==> src/rtl/regfile_wb_arbiter.sv <==
// Register-file writeback arbiter: exception / load / ALU write ports,
// anti-starvation boost for the ALU, and a pending-load scoreboard.
//
// Ports:
//   clk, rst_n                      clock, async active-low reset
//   exc_req, exc_wd                 exception write (never refused)
//   ld_valid/ld_ready, ld_rc, ld_wd load-return write handshake
//   alu_valid/alu_ready, alu_rc, alu_wd  ALU write handshake
//   ld_issue, ld_issue_rc           load issued, marks rc pending
//   ra, rb / haz_a, haz_b           decode read addresses / pending flags
//   werf, wa, wd                    registered register-file write port
module regfile_wb_arbiter #(
    parameter int STARVE_MAX = 4,
    parameter int XP_REG     = 30
) (
    input  logic        clk,
    input  logic        rst_n,
    input  logic        exc_req,
    input  logic [31:0] exc_wd,
    input  logic        ld_valid,
    input  logic [4:0]  ld_rc,
    input  logic [31:0] ld_wd,
    output logic        ld_ready,
    input  logic        alu_valid,
    input  logic [4:0]  alu_rc,
    input  logic [31:0] alu_wd,
    output logic        alu_ready,
    input  logic        ld_issue,
    input  logic [4:0]  ld_issue_rc,
    input  logic [4:0]  ra,
    input  logic [4:0]  rb,
    output logic        haz_a,
    output logic        haz_b,
    output logic        werf,
    output logic [4:0]  wa,
    output logic [31:0] wd
);

    typedef enum logic {NORM, BOOST} state_t;

    localparam logic [3:0] SMAX  = 4'(STARVE_MAX);
    localparam logic [4:0] XP_RC = 5'(XP_REG);

    state_t      state, state_nx;
    logic [3:0]  starve_cnt, cnt_nx;
    logic [31:0] busy, busy_nx;
    logic        run_q;
    logic        exc_g;
    logic        grant;
    logic [4:0]  rc_w;
    logic [31:0] wd_w;

    // run_q stays low for the first cycle after reset release so that
    // no grant can be issued at the first edge after rst_n rises.
    assign exc_g = exc_req && run_q;

    always_comb begin
        ld_ready  = 1'b0;
        alu_ready = 1'b0;
        if (run_q && !exc_req) begin
            if (state == BOOST) begin
                alu_ready = alu_valid;
                ld_ready  = ld_valid && !alu_valid;
            end else begin
                ld_ready  = ld_valid;
                alu_ready = alu_valid && !ld_valid;
            end
        end
    end

    always_comb begin
        grant = 1'b1;
        rc_w  = 5'd0;
        wd_w  = 32'd0;
        unique case (1'b1)
            exc_g: begin
                rc_w = XP_RC;
                wd_w = exc_wd;
            end
            ld_ready: begin
                rc_w = ld_rc;
                wd_w = ld_wd;
            end
            alu_ready: begin
                rc_w = alu_rc;
                wd_w = alu_wd;
            end
            default: grant = 1'b0;
        endcase
    end

    always_comb begin
        state_nx = state;
        cnt_nx   = starve_cnt;
        case (state)
            NORM: begin
                if (alu_valid && !alu_ready) begin
                    cnt_nx = starve_cnt + 4'd1;
                    if (cnt_nx == SMAX) state_nx = BOOST;
                end else begin
                    cnt_nx = 4'd0;
                end
            end
            BOOST: begin
                if (alu_ready || !alu_valid) begin
                    state_nx = NORM;
                    cnt_nx   = 4'd0;
                end
            end
            default: begin
                state_nx = NORM;
                cnt_nx   = 4'd0;
            end
        endcase
    end

    // Clear for the granted load first, then set for a new issue, so an
    // issue to the same register in the same cycle keeps it pending.
    always_comb begin
        busy_nx = busy;
        if (ld_ready) busy_nx[ld_rc] = 1'b0;
        if (ld_issue && ld_issue_rc != 5'd31)
            busy_nx[ld_issue_rc] = 1'b1;
        busy_nx[31] = 1'b0;
    end

    assign haz_a = busy[ra];
    assign haz_b = busy[rb];

    always_ff @(posedge clk or negedge rst_n) begin
        if (!rst_n) begin
            state      <= NORM;
            starve_cnt <= 4'd0;
            busy       <= 32'd0;
            run_q      <= 1'b0;
            werf       <= 1'b0;
            wa         <= 5'd0;
            wd         <= 32'd0;
        end else begin
            state      <= state_nx;
            starve_cnt <= cnt_nx;
            busy       <= busy_nx;
            run_q      <= 1'b1;
            werf       <= grant && (rc_w != 5'd31);
            if (grant) begin
                wa <= rc_w;
                wd <= wd_w;
            end
        end
    end

endmodule

==> config.mk <==
export PLATFORM = sky130hd
export DESIGN_NAME = regfile_wb_arbiter
export DESIGN_NICKNAME = d
export VERILOG_FILES = /design/src/rtl/regfile_wb_arbiter.sv
export SDC_FILE = /design/constraint.sdc
export NUM_CORES = 1
export LEC_CHECK = 0
export ABC_AREA = 0
export CAP_MARGIN = 25
export CORE_ASPECT_RATIO = 1.25
export CORE_UTILIZATION = 35
export DETAILED_ROUTE_END_ITERATION = 16
export PLACE_DENSITY_LB_ADDON = 0.12
export SYNTH_ARGS = -nofsm -noshare
export SYNTH_HDL_FRONTEND = slang
export SYNTH_SLANG_ARGS = --single-unit
==> constraint.sdc <==
create_clock -name clk -period 2.6 [get_ports clk]
set_clock_uncertainty 0.2 [all_clocks]
set_input_delay 0.52 -clock clk [delete_from_list [all_inputs] [get_ports clk]]
set_output_delay 0.52 -clock clk [all_outputs]
set_load 0.05 [all_outputs]
# Yosys cells after proc, flatten, opt, wreduce, memory -nomap -nowiden
# Cells that the tools add are included.
[op_classes] addsub=1 magnitude_cmp=6 eq_ne=4 n_mux=24 bitwise_logic=4 n_reduce_logical=15
[op_table] op="one-hot mux 32 bit (3 select lines)" count=1
[op_table] op="two-way mux 31 bit" count=2
[op_table] op="bitwise AND 31 bit" count=1
[op_table] op="NOT 31 bit" count=1
[op_table] op="bitwise OR 31 bit" count=1
[op_table] op="< comparator 5 x 6 -> 1 bit, second input constant" count=4
[op_table] op="one-hot mux 5 bit (3 select lines)" count=1
[op_table] op="two-way mux 1 bit" count=12
[op_table] op="binary-select mux 1 bit (select 5 bit)" count=2
[op_table] op="demux 1 bit (select 5 bit)" count=2
[op_table] op=">= comparator 5 x 1 -> 1 bit, second input constant" count=2
[op_table] op="!= test 5 bit, second input constant" count=2
[op_table] op="logical AND 1 bit" count=9
[op_table] op="two-way mux 4 bit" count=2
[op_table] op="one-hot mux 4 bit (2 select lines)" count=1
[op_table] op="adder 4 x 1 -> 4 bit, second input constant" count=1
[op_table] op="== test 4 x 3 -> 1 bit, second input constant" count=1
[op_table] op="zero test 1 bit" count=4
[op_table] op="OR reduction 3 bit" count=1
[op_table] op="!= test 2 x 1 -> 1 bit, second input constant" count=1
[op_table] op="one-hot mux 1 bit (2 select lines)" count=1
[op_table] op="logical OR 1 bit" count=1
[op_table] op="NOT 1 bit" count=1
[totals] reg_bits=75 out_inout_bits=42

# Longest topological paths before layout
# Gate-level depths: netlist of run 1.
[logic_depth] ltp_word=9 depth_mapped=7

# Least setup slack after synthesis of run 1
# No wires, ideal clock.
[synth_timing] path_type="input to output" startpoint="in ra[1]" endpoint="out haz_a" arrival_time_ps=2005 required_time_ps=1880 slack_ps=-125 stages=5 n_path_buf=1 path_cell_list="buf_2 mux4_2 mux2_2 o21ai_0 o211ai_1"
[synth_between] elab_chain_len=2
[synth_lines] element="from (decl)" line_no="30" text="input logic [4:0] ra,"
[synth_lines] element="binary-select mux 1 bit (select 5 bit)" line_no="127" text="assign haz_a = busy[ra];"
[synth_lines] element="two-way mux 1 bit (implied by the code)" line_no="127"
[synth_lines] element="to (decl)" line_no="32" text="output logic haz_a,"
# No other way between the ends. The select of a mux whose other input is x is not followed.

# Worst setup path after layout of run 1
[layout_timing] startpoint="in rb[4]" endpoint="out haz_b"
[layout_between] elab_chain_len=2
[layout_lines] element="from (decl)" line_no="31" text="input logic [4:0] rb,"
[layout_lines] element="binary-select mux 1 bit (select 5 bit)" line_no="128" text="assign haz_b = busy[rb];"
[layout_lines] element="two-way mux 1 bit (implied by the code)" line_no="128"
[layout_lines] element="to (decl)" line_no="33" text="output logic haz_b,"
# No other way between the ends. The select of a mux whose other input is x is not followed.

==> results of run 1 <==
## path summary, 6_finish.rpt
check                                  start                end  slack (ps)  depth (start not counted)
setup / recovery                       rb[4]              haz_b         -20                          7
hold / removal             wa[1]$_DFFE_PN0P_  wa[1]$_DFFE_PN0P_         280                          2
setup reg to reg             run_q$_DFF_PN0_  wa[2]$_DFFE_PN0P_         670                          5
hold reg to reg            wa[1]$_DFFE_PN0P_  wa[1]$_DFFE_PN0P_         280                          2
max in group asynchronous              rst_n  busy[2]$_DFF_PN0_        1060                          3
min in group asynchronous              rst_n  wd[6]$_DFFE_PN0P_         450                          2
## routing by layer
metal	up-vias	track usage [%]	wire, um
met1	2015	25.8	5040
met2	191	42.3	7190
met5	-	0	0
met4	0	10.0	380
met3	28	7.26	1130
li1	1926	-	-
## power by group through the flow
| stage | sequential (W) | combinational [W] | clock [W] |
|---|---|---|---|
| after floorplan | 0.00174 | 0.000435 | 0 |
| after global placement | 0.00154 | 0.00121 | 0 |
| after detailed placement | 0.00155 | 0.00123 | 0 |
| after CTS | 0.00153 | 0.00126 | 0.00152 |
| after global routing | 0.00155 | 0.00135 | 0.00157 |
| final | 0.00153 | 0.00126 | 0.00150 |
## kinds of logic after synthesis
logic type / count (synthesis) / synth area share, %
adders and majority gates: 1 / 0.314
DFF: 75 / 47.0
muxes: 23 / 8.37
AOI/OAI and AO/OA: 157 / 26.4
xor gates and xnor gates: 1 / 0.220
buffers and inverters: 36 / 4.36
and+or+nand+nor: 106 / 13.2
other: 1 / 0.0940
## area by class of cell
| class | count | area, sq um | share of cell area (%) |
|---|---|---|---|
| clock buffer | 11 | 233 | 3.61 |
| clock inverter | 5 | 125 | 1.94 |
| inverter | 6 | 22.5 | 0.349 |
| multi-input combinational | 289 | 1980 | 30.7 |
| sequential | 75 | 1880 | 29.1 |
| tap | 135 | 169 | 2.62 |
| timing repair buffer | 207 | 2050 | 31.7 |
## worst max-delay path, cell delays in order
cell             delay [ps]
clkdlybuf4s50_1         470
buf_4                   190
nor2b_2                 160
a2bb2oi_2               150
nand4b_1                110
nand4_1                 150
buf_12                  150
## timing repair
item                                    4_1_cts  5_1_grt
pin swaps                                     1        2
hold buffers                                  1        0
hold endpoints to repair                     29        0
resized for setup                            19        8
buffers inserted                              2        0
endpoints found under the setup margin        2        2
## state kept, by name (all words and copies together) (netlist names)
register / flops
wa: 5
starve_cnt: 4
run_q: 1
wd: 32
busy: 31
state: 1
werf: 1
## Yosys cell counts, types with 2 or more instances
cell,count
a211oi_1,2
buf_6,2
a222oi_1,32
nand3b_1,4
clkbuf_1,13
mux4_2,8
o211ai_1,3
o21ai_0,52
nand4_1,3
o31ai_1,4
and2_1,2
nand2b_1,5
a21o_1,3
o2111ai_1,2
a22oi_1,3
nand4b_1,4
nor2_1,32
a221o_1,2
o21ai_1,15
nand2_1,28
inv_1,6
buf_1,2
mux2_2,2
buf_4,3
buf_2,10
nor2b_1,8
dfrtp_1,75
nand3_1,12
mux2i_1,12
or4b_1,2
a21oi_1,27
## stage by stage
stage / hold slack (ps) / std cells / utilization [%] / cell area [sq um] / setup TNS [ps]
3_5_place_dp: 269 / 709 / 54.6 / 6050 / -866
4_1_cts: 285 / 728 / 58.1 / 6430 / -28.7
2_1_floorplan: 24.4 / 400 / - / 4010 / -47.4
5_1_grt: 295 / 728 / 58.2 / 6450 / -191
6_report: 279 / 728 / 58.2 / 6450 / -18.1
3_3_place_gp: 261 / 709 / 54.6 / 6050 / -815
==> impl_results.md, run 1 <==
* Outcome: finished, violations left
* Failing checks: setup timing
* WS Path Type: input port to primary output
* Period minus WS final at 2620 ps
* CTS root buf: clkbuf_16
* Clk network pwr share at 35.0%
* Global-route wire length before repair at 21.9 mm
* Initial Util at 36.0%
* Post-synthesis cell count at 400
* Antenna diode count at 0
* Synth unique cells at 53
* Leakage at 2.60 nW
* Share of flip-flops with an asynchronous set or reset at 100%
* Port Buffers at 168
* Most common cell after layout, fill and taps aside: clkdlybuf4s50_1
* Critical Path End Type: primary output
* PwrDens at 665 nW/um^2
* Final hold violation count at 0
* Max-cap violation count at 0
* DR DRC count at 0
* Sinks on the clock net at 75
* Register area share after synthesis at 47.0%
* Placement Rows at 43
* Rel. slew slack at 61.2%
* Flops & latches, synth at 75
* Die Wd at 97.5 um
* Clk slew on worst S/H paths at 60 ps
* Hold/Removal Path Class: flip-flop to flip-flop
* Worst Path Required at 1880 ps
* Nets@finish at 716
* CTS tree: done
* DR pass1 iterations at 5
* Initial DRC count at 228
* Vias at 4160
* Setup Slack @ Placement at -452 ps
* Final WS setup at -18.1 ps
* Highest clock rate at 382 MHz
* Mapped Avg Cell Area at 9.98 sq um
* Worst vdd ir at 325 uV
* Die Span Y at 121 um
* Area grow syn2layout at 61.8%
* Largest net degree at the start of global routing at 51
* Full die area at 11800 sq um
* Top cell type's share of synthesized area at 47.0%
* Critical-path maximum fanout at 4
* Yosys top cell by area: dfrtp_1
* Most frequent cells in the layout: 157 x clkdlybuf4s50_1, 75 x dfrtp_1, 51 x o21ai_0
* Filler Cells Inserted at 969
* Design Power at 0.00429 W
* Vias per Instance at 5.71
* Flop pwr share at 35.6%
* Layout cell share with drive strength beyond 1 at 14.3%
* Post-Syn Area at 3990 sq um
* H-tree levels at 3
* I/O pin cnt at 169
* Wire per inst at 18.9 um
* Worst-Skew Late Latency at 330 ps
* Slew @ Worst Pin at 581 ps
* Arrival @ worst endpoint at 1900 ps
* Detailed placement HPWL at 10.6 mm
* Net switching power at 0.00131 W
* Area contributors post-synth: dfrtp_1 47%, a222oi_1 8.0%, o21ai_0 6.5%
* Vias in the first global route at 4355
* Clock buffer depth at 2
* Logic pwr share at 29.4%
* Slew Viols, Final at 0
* Detail Route Antenna Nets at 0
* Final setup violating endpoints at 1
* Worst Setup Start Kind: input port
* GRT Overall Usage at 23.7%
* Post-detailed-routing wire length at 13.7 mm
* Total CTS buffers at 9
* Period Utilization, post-route at 101%
* Sw Ratio at 30.4%
* Unrepaired setup endpoints after global routing: yes
* Initial antenna violation count at 0
* Ys flop type: dfrtp_1
* Syn_nets at 528
* Post-synth EDFFs at 0
* Synth warn at 0
* Core Region at 11100 sq um
* Gpl congestion at 0.886
* Remaining Overflow, GRT at 0
* Power Internal at 0.00298 W
Note: power is estimated with default switching activity, not from simulation.
==> run 2, diff against run 1 <==
CELL_PAD_IN_SITES_DETAIL_PLACEMENT = 1   (was not set)
CELL_PAD_IN_SITES_GLOBAL_PLACEMENT = 2   (was not set)
CORE_UTILIZATION = 25   (was 35)
==> impl_results.md, run 2 (synthesis gave the netlist of run 1 again) <==
* Period minus WS final at 2660 ps (+38.4 ps)
* Worst-Skew Late Latency at 330 ps (about the same)
* Worst Path Required at 1880 ps (about the same)
* WS Path Type: flip-flop to primary output
* Die Span Y at 143 um (+18%)
* I/O pin cnt at 169 (unchanged)
* Core Region at 15600 sq um (+40%)
* Global-route wire length before repair at 24.7 mm (+13%)
* Largest register by flop count: wd
* Failing checks: setup timing
* Slew @ Worst Pin at 566 ps (-14.1 ps)
* Wire per inst at 19.8 um (+4.7%)
* Final hold violation count at 0 (unchanged)
* Vias in the first global route at 4449 (+2.2%)
* DR DRC count at 0 (unchanged)
* Post-placement cell count at 787 (+11%)
* Final WS setup at -56.5 ps (-38.4 ps)
* Layout cell share with drive strength beyond 1 at 13.9% (-0.46 points)
* Largest net degree at the start of global routing at 51 (unchanged)
* Antenna diode count at 0 (unchanged)
* Nets@finish at 714 (-0.28%)
* Initial antenna violation count at 0 (unchanged)
* Initial Util at 25.6% (-10 points)
* CTS root buf: clkbuf_16
* WP buf/inv at 1 (-2)
* Unrepaired setup endpoints after global routing: yes
* Post-detailed-routing wire length at 15.9 mm (+15%)
* Period Utilization, post-route at 102% (+1.5 points)
* Max-cap violation count at 0 (unchanged)
* Design Power at 0.00417 W (-2.8%)
* Hold/Removal Path Class: flip-flop to flip-flop
* Die Wd at 115 um (+18%)
* DR pass1 iterations at 7 (+2)
* Largest regs: wd (32), busy (31), wa (5)
* Clock buffer depth at 2 (unchanged)
* Number of flip-flops under the largest register name at 32 (unchanged)
* Final setup violating endpoints at 2 (+1)
* Outcome: finished, violations left
* PwrDens at 642 nW/um^2 (-3.5%)
* Most common cell after layout, fill and taps aside: clkdlybuf4s50_1
* Area grow syn2layout at 62.8%
* R2R Setup Slk at 680 ps (about the same)
* Gpl congestion at 0.925 (+4.5%)
* Total CTS buffers at 9 (unchanged)
* Detail Route Antenna Nets at 0 (unchanged)
* GRT Overall Usage at 20.1% (-3.6 points)
* Most frequent cells in the layout: 157 x clkdlybuf4s50_1, 72 x dfrtp_1, 51 x o21ai_0
* Worst vdd ir at 338 uV (+3.8%)
* Vias per Instance at 5.09 (-11%)
* Port Buffers at 168 (unchanged)
* Remaining Overflow, GRT at 0 (unchanged)
* Highest clock rate at 376 MHz (-1.4%)
* Critical Path End Type: primary output
* Slowest-stage cell, CP: mux4_2
* Worst Setup Start Kind: flip-flop
* Leakage at 2.57 nW (-0.95%)
* Setup Slack @ Placement at -495 ps (-43.2 ps)
* Critical-path maximum fanout at 3 (-1)
* Initial DRC count at 231 (+1.3%)
* Vias at 4091 (-1.7%)
* Rel. slew slack at 62.1% (+0.94 points)
* Final Non-Filler Cells at 803 (+10%)
* Clk slew on worst S/H paths at 60 ps (about the same)
* Final Core Density at 41.7% (-17 points)
* Slowest stage delay, CP at 470 ps (about the same)
* Full die area at 16500 sq um (+39%)
* Placement Rows at 51 (+19%)
* Worst path cell trace: mux4_2 -> mux2_4 -> o21ai_2 -> o211ai_1 -> buf_4
* Post-CTS setup buffer count at 0 (-2)
* Largest delay share family, worst path: multiplexers
* Sinks on the clock net at 75 (unchanged)
* Filler Cells Inserted at 1789 (+85%)
* Slew Viols, Final at 0 (unchanged)
* CTS tree: done
* H-tree levels at 3 (unchanged)
* Arrival @ worst endpoint at 1940 ps (+40 ps)
* Detailed placement HPWL at 12.9 mm (+21%)
==> run 2: tightest hold or removal path, cell delays in order, from the launching register on <==
cell and delay, ps:
dfrtp_1 350, nand2_1 50, nand2_1 50
==> run 2: per-stage QoR <==
step | instance area [sq um] | TNS, ps | hold slack, ps
floorplan | 4010 | -47.4 | 24.4
global placement | 6160 | -831 | 256
detailed placement | 6160 | -936 | 268
CTS | 6520 | -166 | 284
global route | 6500 | -198 | 312
finish | 6500 | -77.8 | 281
==> run 2: final timing paths <==
| kind | from | end | cells after the start |
|---|---|---|---|
| min | wa[1]$_DFFE_PN0P_ | wa[1]$_DFFE_PN0P_ | 2 |
| max | busy[14]$_DFF_PN0_ | haz_a | 5 |
| max reg2reg | run_q$_DFF_PN0_ | wa[2]$_DFFE_PN0P_ | 5 |
| min reg2reg | wa[1]$_DFFE_PN0P_ | wa[1]$_DFFE_PN0P_ | 2 |
| max in group asynchronous | rst_n | busy[10]$_DFF_PN0_ | 3 |
| min in group asynchronous | rst_n | wd[3]$_DFFE_PN0P_ | 2 |
==> run 2: layout make-up <==
class | count | area, sq um | share of cell area, %
multi-input cells | 289 | 1960 | 30.2
inverters | 6 | 22.5 | 0.347
well taps | 212 | 265 | 4.08
clock buffers | 12 | 256 | 3.95
repair buffers | 205 | 2030 | 31.3
clock inverters | 4 | 72.6 | 1.12
flip-flops and latches | 75 | 1880 | 28.9
==> run 2: layer usage <==
metal  vias up  GRT usage (%)  share of wire [%]
met1      1996           21.8                 39
met3        25           6.32                7.0
met5         -              0                  0
met2       150           35.5                 51
met4         0           9.23                3.7
li1       1920              -                  -
==> run 2: repair_timing <==
action,in CTS,in global routing
hold endpoints to repair,33,0
setup endpoints to repair,2,2
hold buffers,1,0
gates resized for setup,21,7
pin swaps,3,2
==> run 2: where the power goes <==
part           switching (W)  total, W  internal [W]
Clock               0.000473   0.00136      0.000891
Sequential          0.000193   0.00156       0.00137
Combinational       0.000668   0.00124      0.000576
Total                0.00133   0.00417       0.00283
